===== src/rtl/pipe_pkg.sv =====
// Shared definitions for the pipeline skid stage: state encoding and
// occupancy width, plus a helper mapping a state to its entry count.
package pipe_pkg;

  // Width of the occupancy output (0, 1 or 2 held entries).
  localparam int OCC_W = 2;

  // EMPTY: nothing held. BUSY: output register full. FULL: output and skid full.
  typedef enum logic [1:0] {
    EMPTY = 2'd0,
    BUSY  = 2'd1,
    FULL  = 2'd2
  } pipe_state_e;

  // Number of entries held in a given state.
  function automatic logic [OCC_W-1:0] occ_of(pipe_state_e s);
    logic [OCC_W-1:0] occ;
    occ = '0;
    case (s)
      EMPTY:   occ = 2'd0;
      BUSY:    occ = 2'd1;
      FULL:    occ = 2'd2;
      default: occ = 2'd0;
    endcase
    return occ;
  endfunction

endpackage


===== src/rtl/pipe_sat_counter.sv =====
// Saturating up-counter: adds inc_i when en_i is high, clamping at the
// all-ones value instead of wrapping. Cleared by asynchronous reset.
module pipe_sat_counter #(
  parameter int WIDTH = 16,
  parameter int INC_W = 2
) (
  input  logic             clk_i,
  input  logic             rst_i,
  input  logic             en_i,
  input  logic [INC_W-1:0] inc_i,
  output logic [WIDTH-1:0] cnt_o
);

  // The sum is one bit wider than the larger operand so that overflow past
  // the all-ones value is visible and can be clamped.
  localparam int SUM_W = ((WIDTH > INC_W) ? WIDTH : INC_W) + 1;

  generate
    if (WIDTH < 1) begin : g_bad_width
      $error("pipe_sat_counter: WIDTH must be at least 1");
    end
    if (INC_W < 1) begin : g_bad_inc_w
      $error("pipe_sat_counter: INC_W must be at least 1");
    end
  endgenerate

  logic [WIDTH-1:0] cnt_q;
  logic [SUM_W-1:0] sum;
  logic [SUM_W-1:0] max_ext;

  assign sum     = SUM_W'(cnt_q) + SUM_W'(inc_i);
  assign max_ext = SUM_W'({WIDTH{1'b1}});

  // Accumulate on enable, clamping at the maximum representable count.
  always_ff @(posedge clk_i or posedge rst_i) begin
    if (rst_i) begin
      cnt_q <= '0;
    end else if (en_i) begin
      if (sum > max_ext) begin
        cnt_q <= {WIDTH{1'b1}};
      end else begin
        cnt_q <= sum[WIDTH-1:0];
      end
    end
  end

  assign cnt_o = cnt_q;

endmodule


===== src/rtl/pipe_skid_stage.sv =====
// Two-entry registered pipeline stage with a skid buffer, stall and flush.
//
// Handshake: an entry moves upstream->stage on a cycle where valid_i and
// ready_o are both 1, and stage->downstream on a cycle where valid_o and
// ready_i are both 1 with neither stall_i nor flush_i asserted. ready_o is
// combinational from the registered state and the stall/flush inputs only,
// never from valid_i or ready_i. valid_o/data_o come straight from registers.
//
// Flush empties the stage (bubble) and counts the discarded entries;
// stall freezes every register. Flush wins over stall.
module pipe_skid_stage
  import pipe_pkg::*;
#(
  parameter int DATA_W = 96,
  parameter int CTRL_W = 8,
  parameter int CNT_W  = 16
) (
  input  logic              clk_i,
  input  logic              rst_i,
  input  logic              valid_i,
  input  logic [DATA_W-1:0] data_i,
  output logic              ready_o,
  output logic              valid_o,
  output logic [DATA_W-1:0] data_o,
  input  logic              ready_i,
  input  logic              stall_i,
  input  logic              flush_i,
  output logic [OCC_W-1:0]  occ_o,
  output logic [CNT_W-1:0]  flush_cnt_o,
  output logic [1:0]        state_dbg_o
);

  generate
    if (CTRL_W < 1 || CTRL_W > DATA_W) begin : g_bad_ctrl_w
      $error("pipe_skid_stage: CTRL_W must be within 1..DATA_W");
    end
    if (CNT_W < 1) begin : g_bad_cnt_w
      $error("pipe_skid_stage: CNT_W must be at least 1");
    end
  endgenerate

  pipe_state_e       state_q;
  logic [DATA_W-1:0] data_q;
  logic [DATA_W-1:0] skid_q;

  logic              accept;
  logic              xfer;

  // Upstream may push whenever there is room and the stage is not frozen or
  // being emptied.
  assign ready_o = (state_q != FULL) && !stall_i && !flush_i;
  assign accept  = valid_i && ready_o;
  assign xfer    = valid_o && ready_i && !stall_i && !flush_i;

  assign valid_o     = (state_q != EMPTY);
  assign occ_o       = occ_of(state_q);
  assign data_o      = data_q;
  assign state_dbg_o = state_q;

  // Stage FSM: output register and skid register move together with state.
  // Leaving to EMPTY always zeroes the output register so a bubble carries
  // zero control bits (a NOP downstream).
  always_ff @(posedge clk_i or posedge rst_i) begin
    if (rst_i) begin
      state_q <= EMPTY;
      data_q  <= '0;
      skid_q  <= '0;
    end else if (flush_i) begin
      state_q <= EMPTY;
      data_q  <= '0;
      skid_q  <= '0;
    end else if (!stall_i) begin
      case (state_q)
        EMPTY: begin
          if (accept) begin
            state_q <= BUSY;
            data_q  <= data_i;
          end
        end
        BUSY: begin
          if (accept && xfer) begin
            data_q <= data_i;
          end else if (accept) begin
            state_q <= FULL;
            skid_q  <= data_i;
          end else if (xfer) begin
            state_q <= EMPTY;
            data_q  <= '0;
          end
        end
        FULL: begin
          if (xfer) begin
            state_q <= BUSY;
            data_q  <= skid_q;
            skid_q  <= '0;
          end
        end
        default: begin
          state_q <= EMPTY;
          data_q  <= '0;
          skid_q  <= '0;
        end
      endcase
    end
  end

  // Entries discarded by a flush: exactly the current occupancy. Reset clears
  // the count rather than adding to it.
  pipe_sat_counter #(
    .WIDTH (CNT_W),
    .INC_W (OCC_W)
  ) u_flush_cnt (
    .clk_i (clk_i),
    .rst_i (rst_i),
    .en_i  (flush_i),
    .inc_i (occ_o),
    .cnt_o (flush_cnt_o)
  );

endmodule


===== config.mk =====
export PLATFORM = sky130hd
export DESIGN_NAME = pipe_skid_stage
export DESIGN_NICKNAME = d
export VERILOG_FILES = /design/src/rtl/pipe_pkg.sv /design/src/rtl/pipe_sat_counter.sv /design/src/rtl/pipe_skid_stage.sv
export SDC_FILE = /design/constraint.sdc
export NUM_CORES = 1
export LEC_CHECK = 0
export ABC_AREA = 1
export CORE_MARGIN = 2
export CORE_UTILIZATION = 40
export CTS_CLUSTER_DIAMETER = 80
export CTS_CLUSTER_SIZE = 14
export DETAILED_ROUTE_END_ITERATION = 12
export HOLD_SLACK_MARGIN = 0.02
export PLACE_DENSITY = 0.68
export SYNTH_ARGS = -nofsm -noshare
export SYNTH_HDL_FRONTEND = slang
export SYNTH_SLANG_ARGS = --single-unit

===== constraint.sdc =====
create_clock -name clk_i -period 8.4 [get_ports clk_i]
set_input_delay 2.1 -clock clk_i [delete_from_list [all_inputs] [get_ports clk_i]]
set_output_delay 2.1 -clock clk_i [all_outputs]
set_load 0.02 [all_outputs]

* Word-level counts from Yosys, hierarchy flattened
Index checks and enable logic that the tools add are counted.
** Word-level totals
- Bits in registers :: 210
- Word-level logic and storage cells :: 54
** Operators by class
- Add/sub/neg operators :: 1
- $lt $le $gt $ge :: 1
- Equal/unequal tests :: 12
- Mux-type cells :: 22
- Reduce and logical (&&, ||, !) cells :: 14
** Operators with widths (number)
- 96-bit 2-to-1 mux :: 10
- 96-bit one-hot mux with 3 select lines :: 2
- 16-bit by 2-bit adder with 17-bit output :: 1
- 17-bit by 16-bit greater-than comparator with 1-bit output (second input constant) :: 1
- 16-bit 2-to-1 mux :: 1
- 5-bit AND reduction :: 3
- 2-bit 2-to-1 mux :: 7
- 3-bit inequality test (second input constant) :: 4
- 4-bit inequality test (second input constant) :: 3
- 1-bit logical AND :: 7
- 2-bit one-hot mux with 3 select lines :: 1
- 2-bit inequality test (second input constant) :: 2
- 2-bit one-hot mux with 2 select lines :: 1
- 2-bit by 1-bit == test with 1-bit output (second input constant) :: 1
- 2-bit == test (second input constant) :: 1
- 1-bit zero test :: 2
- 2-bit zero test :: 1
- 2-bit by 1-bit inequality test with 1-bit output (second input constant) :: 1
- 2-bit nonzero test :: 1

* Depth between registers and ports, before layout
Gate-level depths: netlist (run 1).
- Depth after elaboration :: 10
- Depth in mapped cells :: 14
- Mapped depth without buffers :: 13

* By module
Synthesis (run 1) repeated with hierarchy kept, for this count alone.
** Unflattened totals
- Cell total of the unflattened synthesis :: 1448
- Area, all modules :: 10751.6 µm²
** Modules (own cells, without submodules)
- pipe_skid_stage :: times used 1, cells an instance 1301, area an instance 9655.5 µm², seq. area each 4854.7 µm²
- pipe_sat_counter :: times used 1, cells an instance 147, area an instance 1096.1 µm², seq. area each 400.4 µm²

* Least setup slack after synthesis (run 1)
Ideal clock, no wire load.
- Path kind :: in2out
- From :: input flush_i
- To :: output ready_o
- Arrival time :: 2.814 ns
- Data required time :: 6.300 ns
- Path slack :: 3.486 ns
- Cell stages on the path :: 2
- Path through :: buf_2 nor3_1
** On the way
- Longest elaborated chain between the ends :: 2
** RTL lines
- from (decl) :: RTL line pipe_skid_stage.sv:27 : input logic flush_i,
- 1-bit zero test :: RTL line pipe_skid_stage.sv:51 : assign ready_o = (state_q != FULL) && !stall_i && !flush_i;
- 1-bit logical AND :: RTL line pipe_skid_stage.sv:51
- to (decl) :: RTL line pipe_skid_stage.sv:22 : output logic ready_o,
No other way between the ends.

* Worst setup path in the final report (run 1)
Same ends and word-level chain as after synthesis.

==> results of run 1 <==
==> sequential cells by signal (all words and copies together) (netlist names) <==
register and count:
data_o 96, skid_q 96, state_dbg_o 2, u_flush_cnt.cnt_o 16
==> synth_stat cells <==
| cell | instances | area, sq um |
|---|---|---|
| inv_2 | 3 | 11.3 |
| or2_2 | 1 | 6.26 |
| o21ai_0 | 81 | 405 |
| ha_1 | 1 | 12.5 |
| buf_6 | 5 | 56.3 |
| buf_4 | 19 | 143 |
| xnor2_1 | 4 | 35.0 |
| nand3_1 | 17 | 85.1 |
| nor3_4 | 1 | 16.3 |
| nand2_1 | 822 | 3090 |
| a21oi_1 | 2 | 10.0 |
| buf_2 | 26 | 130 |
| xor2_1 | 3 | 26.3 |
| nor2_4 | 2 | 22.5 |
| o21a_1 | 2 | 15.0 |
| buf_1 | 5 | 18.8 |
| o21ai_1 | 20 | 100 |
| nand3b_1 | 1 | 7.51 |
| nand2_4 | 1 | 11.3 |
| nor2_1 | 24 | 90.1 |
| o21ai_2 | 1 | 8.76 |
| fa_1 | 1 | 20.0 |
| o211ai_1 | 1 | 7.51 |
| dfrtp_1 | 210 | 5260 |
| inv_1 | 26 | 97.6 |
| a31oi_1 | 6 | 37.5 |
| nand4_1 | 12 | 75.1 |
| nor3_1 | 2 | 10.0 |
| nand3_2 | 2 | 20.0 |
| nor2_2 | 1 | 6.26 |
| clkbuf_1 | 22 | 82.6 |
==> cells in the final DEF, fill, tap and decap left out, types with 2 or more instances in the layout <==
cell,synthesis,layout
nor2_1,24,24
a31oi_1,6,6
inv_2,3,3
nand3_1,17,17
clkbuf_16,0,19
nor2_4,2,3
o21ai_0,81,81
xnor2_1,4,4
a21oi_1,2,2
nand4_1,12,12
o21a_1,2,2
xor2_1,3,3
dfrtp_1,210,210
buf_4,19,7
o21ai_1,20,20
nand2_4,1,2
inv_1,26,25
nor3_1,2,2
nand2_1,822,821
clkdlybuf4s50_1,0,219
==> cells by family after synthesis <==
kind of cell,share of synthesized area
adders and majority gates,0.00328
and+or+nand+nor,0.347
AOI/OAI and AO/OA,0.0590
DFF,0.530
xor gates and xnor gates,0.00619
buffers and inverters,0.0544
==> critical path: cells and delay by family <==
kind | cells | cell delay (ns)
buffers and inverters | 3 | 1.27
and+or+nand+nor | 1 | 0.26
==> worst min path at each step <==
stage                     from         end  slack, ns  depth (start not counted)
floorplan            skid_q[0]   skid_q[0]       0.45                          2
global placement    data_o[93]  data_o[93]       0.46                          2
detailed placement  data_o[53]  data_o[53]       0.46                          2
CTS                 data_o[85]  data_o[85]       0.48                          2
global route         data_o[6]   data_o[6]       0.49                          2
finish               data_o[2]   data_o[2]       0.48                          2
==> cell type report <==
cell class	instances	area [sq um]	area share
multi-input cells	1008	4140	0.327
inverters	29	116	0.00919
diodes	1	2.50	0.000198
clock buffers	19	475	0.0376
well taps	324	405	0.0320
repair buffers	227	2260	0.179
flip-flops and latches	210	5260	0.415
==> metal layers <==
metal	up-vias	track usage
met5	-	0
met4	0	0.0564
met3	40	0.0383
met2	261	0.335
met1	4100	0.276
li1	4399	-
==> power by group through the flow <==
stage | combinational, W | sequential, W | clock, W
global placement | 0.00168 | 0.00151 | 0
detailed placement | 0.00170 | 0.00152 | 0
finish | 0.00168 | 0.00150 | 0.000756
floorplan | 0.000828 | 0.00171 | 0
CTS | 0.00171 | 0.00150 | 0.000783
global route | 0.00187 | 0.00154 | 0.000824
==> metrics by stage <==
| step | total power [W] | setup slack (ns) |
|---|---|---|
| 6_report | 0.00394 | 2.65 |
| 5_1_grt | 0.00424 | 2.60 |
| 4_1_cts | 0.00400 | 2.65 |
| 3_5_place_dp | 0.00322 | 2.65 |
| 3_3_place_gp | 0.00319 | 2.60 |
| 2_1_floorplan | 0.00254 | 0.562 |
==> summary.txt, run 1 <==
Status
  • Status: finished clean

Clock tree
  • Worst-skew pair later-pin latency: 0.48 ns
  • # clock sinks: 210
  • Clock Pin Slew Worst Setup and Hold Paths: ~0.06 ns
  • CTS max path bufs: 3
  • Cts-stage hold buffer count: 0
  • CTS buffer count: 18
  • CTS resizes: 0
  • Post-CTS Setup Bufs: 0
  • CTS H-tree lvls: 1
  • Clk root buf: clkbuf_16
  • TritonCTS clock tree: built

Pwr
  • Psw: 0.00160 W
  • Switching Share: 0.405
  • Seq pwr share: 0.381
  • Pwr Density: roughly 310 nW/um^2
  • Cell Int Power: about 0.0023 W
  • Logic pwr share: 0.427
  • Clk network pwr share: 0.192
  • Leakage power: ~6.3 nW
  • Peak VDD IR: 0.000175 V

Setup path
  • Worst setup EP type: output pin
  • Slowest stage delay, CP: 0.64 ns
  • Crit path cell chain: clkdlybuf4s50_1, buf_4, nor3_1, clkdlybuf4s50_1
  • Setup CP Type: in2out
  • Reg2Reg Setup Slack: 4.89 ns
  • Cell mode on critical path: clkdlybuf4s50_1
  • Reg2Reg Depth: 8
  • RR Startpoint: state_dbg_o[0]
  • WP data arrival: ~3.7 ns
  • Critical Path Source: flush_i
  • Crit path to: ready_o
  • R2r endpoint: skid_q[55]
  • Data required, critical path: roughly 6.3 ns
  • Startpoint types: input pin
  • Worst-path fanout max: 34
  • Slowest-stage cell, CP: clkdlybuf4s50_1

STA
  • RSZ-0062 raised after global routing: no
  • Setup violations, final: 0
  • Setup Skew: 0.00937 ns
  • Worst Max-Slew Pin Slew: about 1.2 ns
  • Setup TNS: 0 ns
  • Fin crit period: roughly 5.7 ns
  • Tcrit/Tclk final: 0.684
  • Highest clock rate: 174 MHz
  • Slew Viols, Final: 0
  • Slew margin rel.: 0.194
  • Worst hold margin: between 0.4 and 0.5 ns
  • Final Hold Fails: 0

Route
  • Via-per-instance ratio: between 4 and 5
  • Initial DRC Count: ~630
  • Detail Route Antenna Nets: 0
  • Final wirelength: about 26 mm
  • Initial DRT Pass Iterations: 5
  • Top routing layer used: met4
  • Total number of vias: 8,800
  • Met3 WL: ~1.8 mm
  • Met2 routed wirelength: 12.2 mm
  • DR WL/cell: 14.5 um
  • M1 wire length: ~12 mm
  • Post-route DRC: 0

Floorplanning
  • Row count: 57
  • Die Footprint: between 20,000 and 30,000 sq um
  • I/O pin count: 220
  • Starting density of the core: 0.407
  • Die W: ~160 um
  • Die Y-Extent: approximately 160 um
  • Core ar.: roughly 24,000 sq um

Yosys
  • Distinct cells, synth: 31
  • Yosys reg bits: 210
  • Sequential fraction of the synthesis area: 0.530
  • Synth Net Count: between 1,000 and 1,500
  • Yosys warns: 0
  • Syn avg cell area: 7.48 sq um
  • Area of the mapped netlist: 9910 sq um
  • Syn Inst Count: 1,324

Global route
  • GRT overflow: 0
  • First-pass GRT wire length: between 40 and 50 mm
  • Initial antenna violation count: 1
  • Pin count of the biggest net entering global routing: ~130
  • Vias in the first global route: between 8,000 and 9,000
  • GRT Overall Usage: 0.204

Placement
  • DPL Wire Length: roughly 15 mm
  • Placement Cell Area: ~12,000 sq um
  • GPL Wtd Cong: a little under 0.8
  • Port Buffers: between 200 and 250
  • # placed instances: between 1,500 and 2,000

Job
  • Max-cap viol count: 0

Final layout
  • Design Area, Final: between 10,000 and 15,000 sq um
  • Final cell count without fillers: around 1,800
  • Layout cells sized above 1: 0.0275
  • Fill cells: 2,317
  • Post-layout util: 0.521
  • Area Overhead vs Synth: 27.8%
  • Nets: roughly 1,600

Min path
  • HP Class: reg2reg
Power figures use the tool's default switching activity.
==> run 2: changes to the inputs <==
--- a/config.mk
+++ b/config.mk
@@ -12,7 +12,7 @@
 export CTS_CLUSTER_SIZE = 14
 export DETAILED_ROUTE_END_ITERATION = 12
 export HOLD_SLACK_MARGIN = 0.02
-export PLACE_DENSITY = 0.68
+export PLACE_DENSITY = 0.7
 export SYNTH_ARGS = -nofsm -noshare
 export SYNTH_HDL_FRONTEND = slang
 export SYNTH_SLANG_ARGS = --single-unit
==> constraint.sdc (replaced) <==
create_clock -name clk_i -period 4.7 [get_ports clk_i]
set_input_delay 1.175 -clock clk_i [delete_from_list [all_inputs] [get_ports clk_i]]
set_output_delay 1.175 -clock clk_i [all_outputs]
set_load 0.02 [all_outputs]
==> run 2 against run 1 <==
  * Sequential power grew 79%
  * Combinational power rose by 80%
  * Via count is 0.53% higher
  * Global-route usage grew 0.11 points
  * First-iteration DRC count decreased by 8.2%
  * Critical path depth shrank 1
  * Register-to-register slack got worse by 3.6 ns
  * Final area grew 0.62%
==> summary.txt, run 2 (synthesis gave the netlist of run 1 again) <==
Setup path
  • Cell mode on critical path: clkdlybuf4s50_1
  • Reg2Reg Depth: 7 (-1)
  • Worst-path fanout max: 3 (-91%)
  • Cell family with most CP delay: buffers and inverters
  • Crit path cell chain: clkdlybuf4s50_1, nor3_1, clkdlybuf4s50_1
  • WP data arrival: 2.53 ns (-1.12 ns)
  • Worst setup EP type: output pin
  • Worst path depth: 3 (-1)
  • Slowest-stage cell, CP: clkdlybuf4s50_1
  • Startpoint types: input pin
  • Setup CP Type: in2out
  • Crit path buf inv count: 2 (-1)
  • Slowest stage delay, CP: 0.66 ns (+0.02 ns)
  • Data required, critical path: 3.52 ns (-2.78 ns)

Route
  • DR WL/cell: 14.5 um (-0.40%)
  • Via-per-instance ratio: 4.86 (+0.42%)
  • Initial DRC Count: 581 (-8.2%)
  • Post-route DRC: 0 (unchanged)
  • Total number of vias: 8,847 (+0.53%)
  • Final wirelength: 26.3 mm (-0.29%)
  • Initial DRT Pass Iterations: 5 (unchanged)
  • Detail Route Antenna Nets: 0 (unchanged)

Placement
  • Placement Cell Area: 12,300 sq um (+0.67%)
  • DPL Wire Length: 15.7 mm (+2.7%)
  • # placed instances: 1,801 (+0.17%)
  • GPL Wtd Cong: 0.827 (+6.3%)
  • Port Buffers: 219 (unchanged)
  • DP Worst Slack: 0.915 ns (-1.73 ns)

Status
  • Status: finished clean

STA
  • Setup Skew: 0.0109 ns (+0.00155 ns)
  • Tcrit/Tclk final: 0.789
  • RSZ-0062 raised after global routing: no
  • Slew Viols, Final: 0 (unchanged)
  • Setup violations, final: 0 (unchanged)
  • Final Hold Fails: 0 (unchanged)
  • PnR worst setup slack: 0.992 ns (-1.66 ns)
  • Slew margin rel.: 0.270 (+0.0767)
  • Highest clock rate: about 270 MHz
  • Worst Max-Slew Pin Slew: 1.09 ns (-0.115 ns)
  • Fin crit period: around 3.7 ns
  • Setup TNS: 0 ns (unchanged)

Final layout
  • Most common cell after layout, fill and taps aside: nand2_1
  • Fill cells: 2,329 (+0.52%)
  • Nets: 1,601 (+0.19%)
  • Design Area, Final: 12,700 sq um (+0.62%)
  • # diodes: 0 (-1)
  • Area Overhead vs Synth: 28.6%
  • Final cell count without fillers: 1,820 (+0.11%)
  • Most frequent cells in the layout: nand2_1, clkdlybuf4s50_1, dfrtp_1
  • Layout cells sized above 1: 0.0294 (+0.00195)

Pwr
  • Switching Share: 0.405 (-0.000480)
  • Pwr Density: 555 nW/um^2 (+78%)
  • Clk network pwr share: 0.191 (about the same)
  • Logic pwr share: 0.429 (+0.002)
  • Seq pwr share: 0.381 (about the same)
  • Peak VDD IR: 0.000331 V (+89%)
  • Psw: 0.00286 W (+79%)
  • Overall Power: 0.00707 W (+79%)
  • Leakage power: 6.30 nW (+0.50%)
  • Cell Int Power: 0.00421 W (+80%)

Clock tree
  • # clock sinks: 210 (unchanged)
  • Cts-stage hold buffer count: 0 (unchanged)
  • Worst-skew pair later-pin latency: 0.48 ns (about the same)
  • CTS resizes: 0 (unchanged)
  • CTS buffer count: 18 (unchanged)
  • Post-CTS Setup Bufs: 0 (unchanged)
  • CTS H-tree lvls: 1 (unchanged)
  • Clk root buf: clkbuf_16
  • TritonCTS clock tree: built
  • Clock Pin Slew Worst Setup and Hold Paths: 0.06 ns (about the same)
  • CTS max path bufs: 3 (unchanged)

Global route
  • GRT Overall Usage: 0.205 (+0.00111)
  • Vias in the first global route: 8,501 (-0.79%)
  • Initial antenna violation count: 0 (-1)
  • Pin count of the biggest net entering global routing: 128 (-3.8%)
  • First-pass GRT wire length: 44.0 mm (+0.36%)
  • GRT overflow: 0 (unchanged)

Min path
  • HP Class: reg2reg
  • WHS Path Cells: 2 (unchanged)

Floorplanning
  • Row count: 57 (unchanged)
  • Die Footprint: 26,000 sq um (unchanged)
  • Starting density of the core: 0.407 (unchanged)
  • Die Y-Extent: 161 um (unchanged)
  • Core ar.: 24,300 sq um (unchanged)
  • I/O pin count: 220 (unchanged)
  • Die W: 161 um (unchanged)

Job
  • Max-cap viol count: 0 (unchanged)
-- run 2: cell types whose count changed in the layout (fill, tap and decap cells not counted), sizes merged --
cell	delta
buf	+3
clkinvlp	+1
diode	-1
inv	-1
-- run 2: power groups by stage --
stage,Combinational (W),Clock [W],Sequential (W)
3_5_place_dp,0.00306,0,0.00271
2_1_floorplan,0.00148,0,0.00306
6_report,0.00303,0.00135,0.00269
3_3_place_gp,0.00301,0,0.00271
4_1_cts,0.00307,0.00140,0.00269
5_1_grt,0.00338,0.00147,0.00276
-- run 2: worst paths after layout --
kind | from | end | slack, ns
max in group asynchronous | rst_i | skid_q[47] | 2.83
min reg2reg | data_o[11] | data_o[11] | 0.48
max reg2reg | state_dbg_o[0] | skid_q[8] | 1.31
min in group asynchronous | rst_i | data_o[5] | 1.21
max | stall_i | ready_o | 0.99
min | data_o[11] | data_o[11] | 0.48
-- run 2: layout make-up --
type                       instances  area [sq um]  area share
timing repair buffer             230          2350       0.184
multi-input combinational       1008          4140       0.325
clock buffer                      19           475      0.0373
sequential                       210          5260       0.412
inverter                          29           113     0.00884
tap                              324           405      0.0318
-- run 2: worst min-delay path, cell delays in order, from the launching register on --
cell and delay [ns]:
dfrtp_1 0.34, nand2_1 0.05, nand2_1 0.05
-- run 2: routing by layer --
layer  share of wire  global-route usage  wire length [um]  vias up
met3           0.064              0.0339              1690       29
met5               0                   0                 0        -
li1                -                   -                 -     4411
met1            0.45               0.279             11800     4136
met2            0.47               0.350             12500      271
met4           0.015              0.0361               387        0
-- run 2: metrics by stage --
stage,hold WS [ns],util
final,0.478,0.524
after global routing,0.499,0.524
after CTS,0.482,0.524
after detailed placement,0.464,0.504
after global placement,0.461,0.504
after floorplan,0.453,-
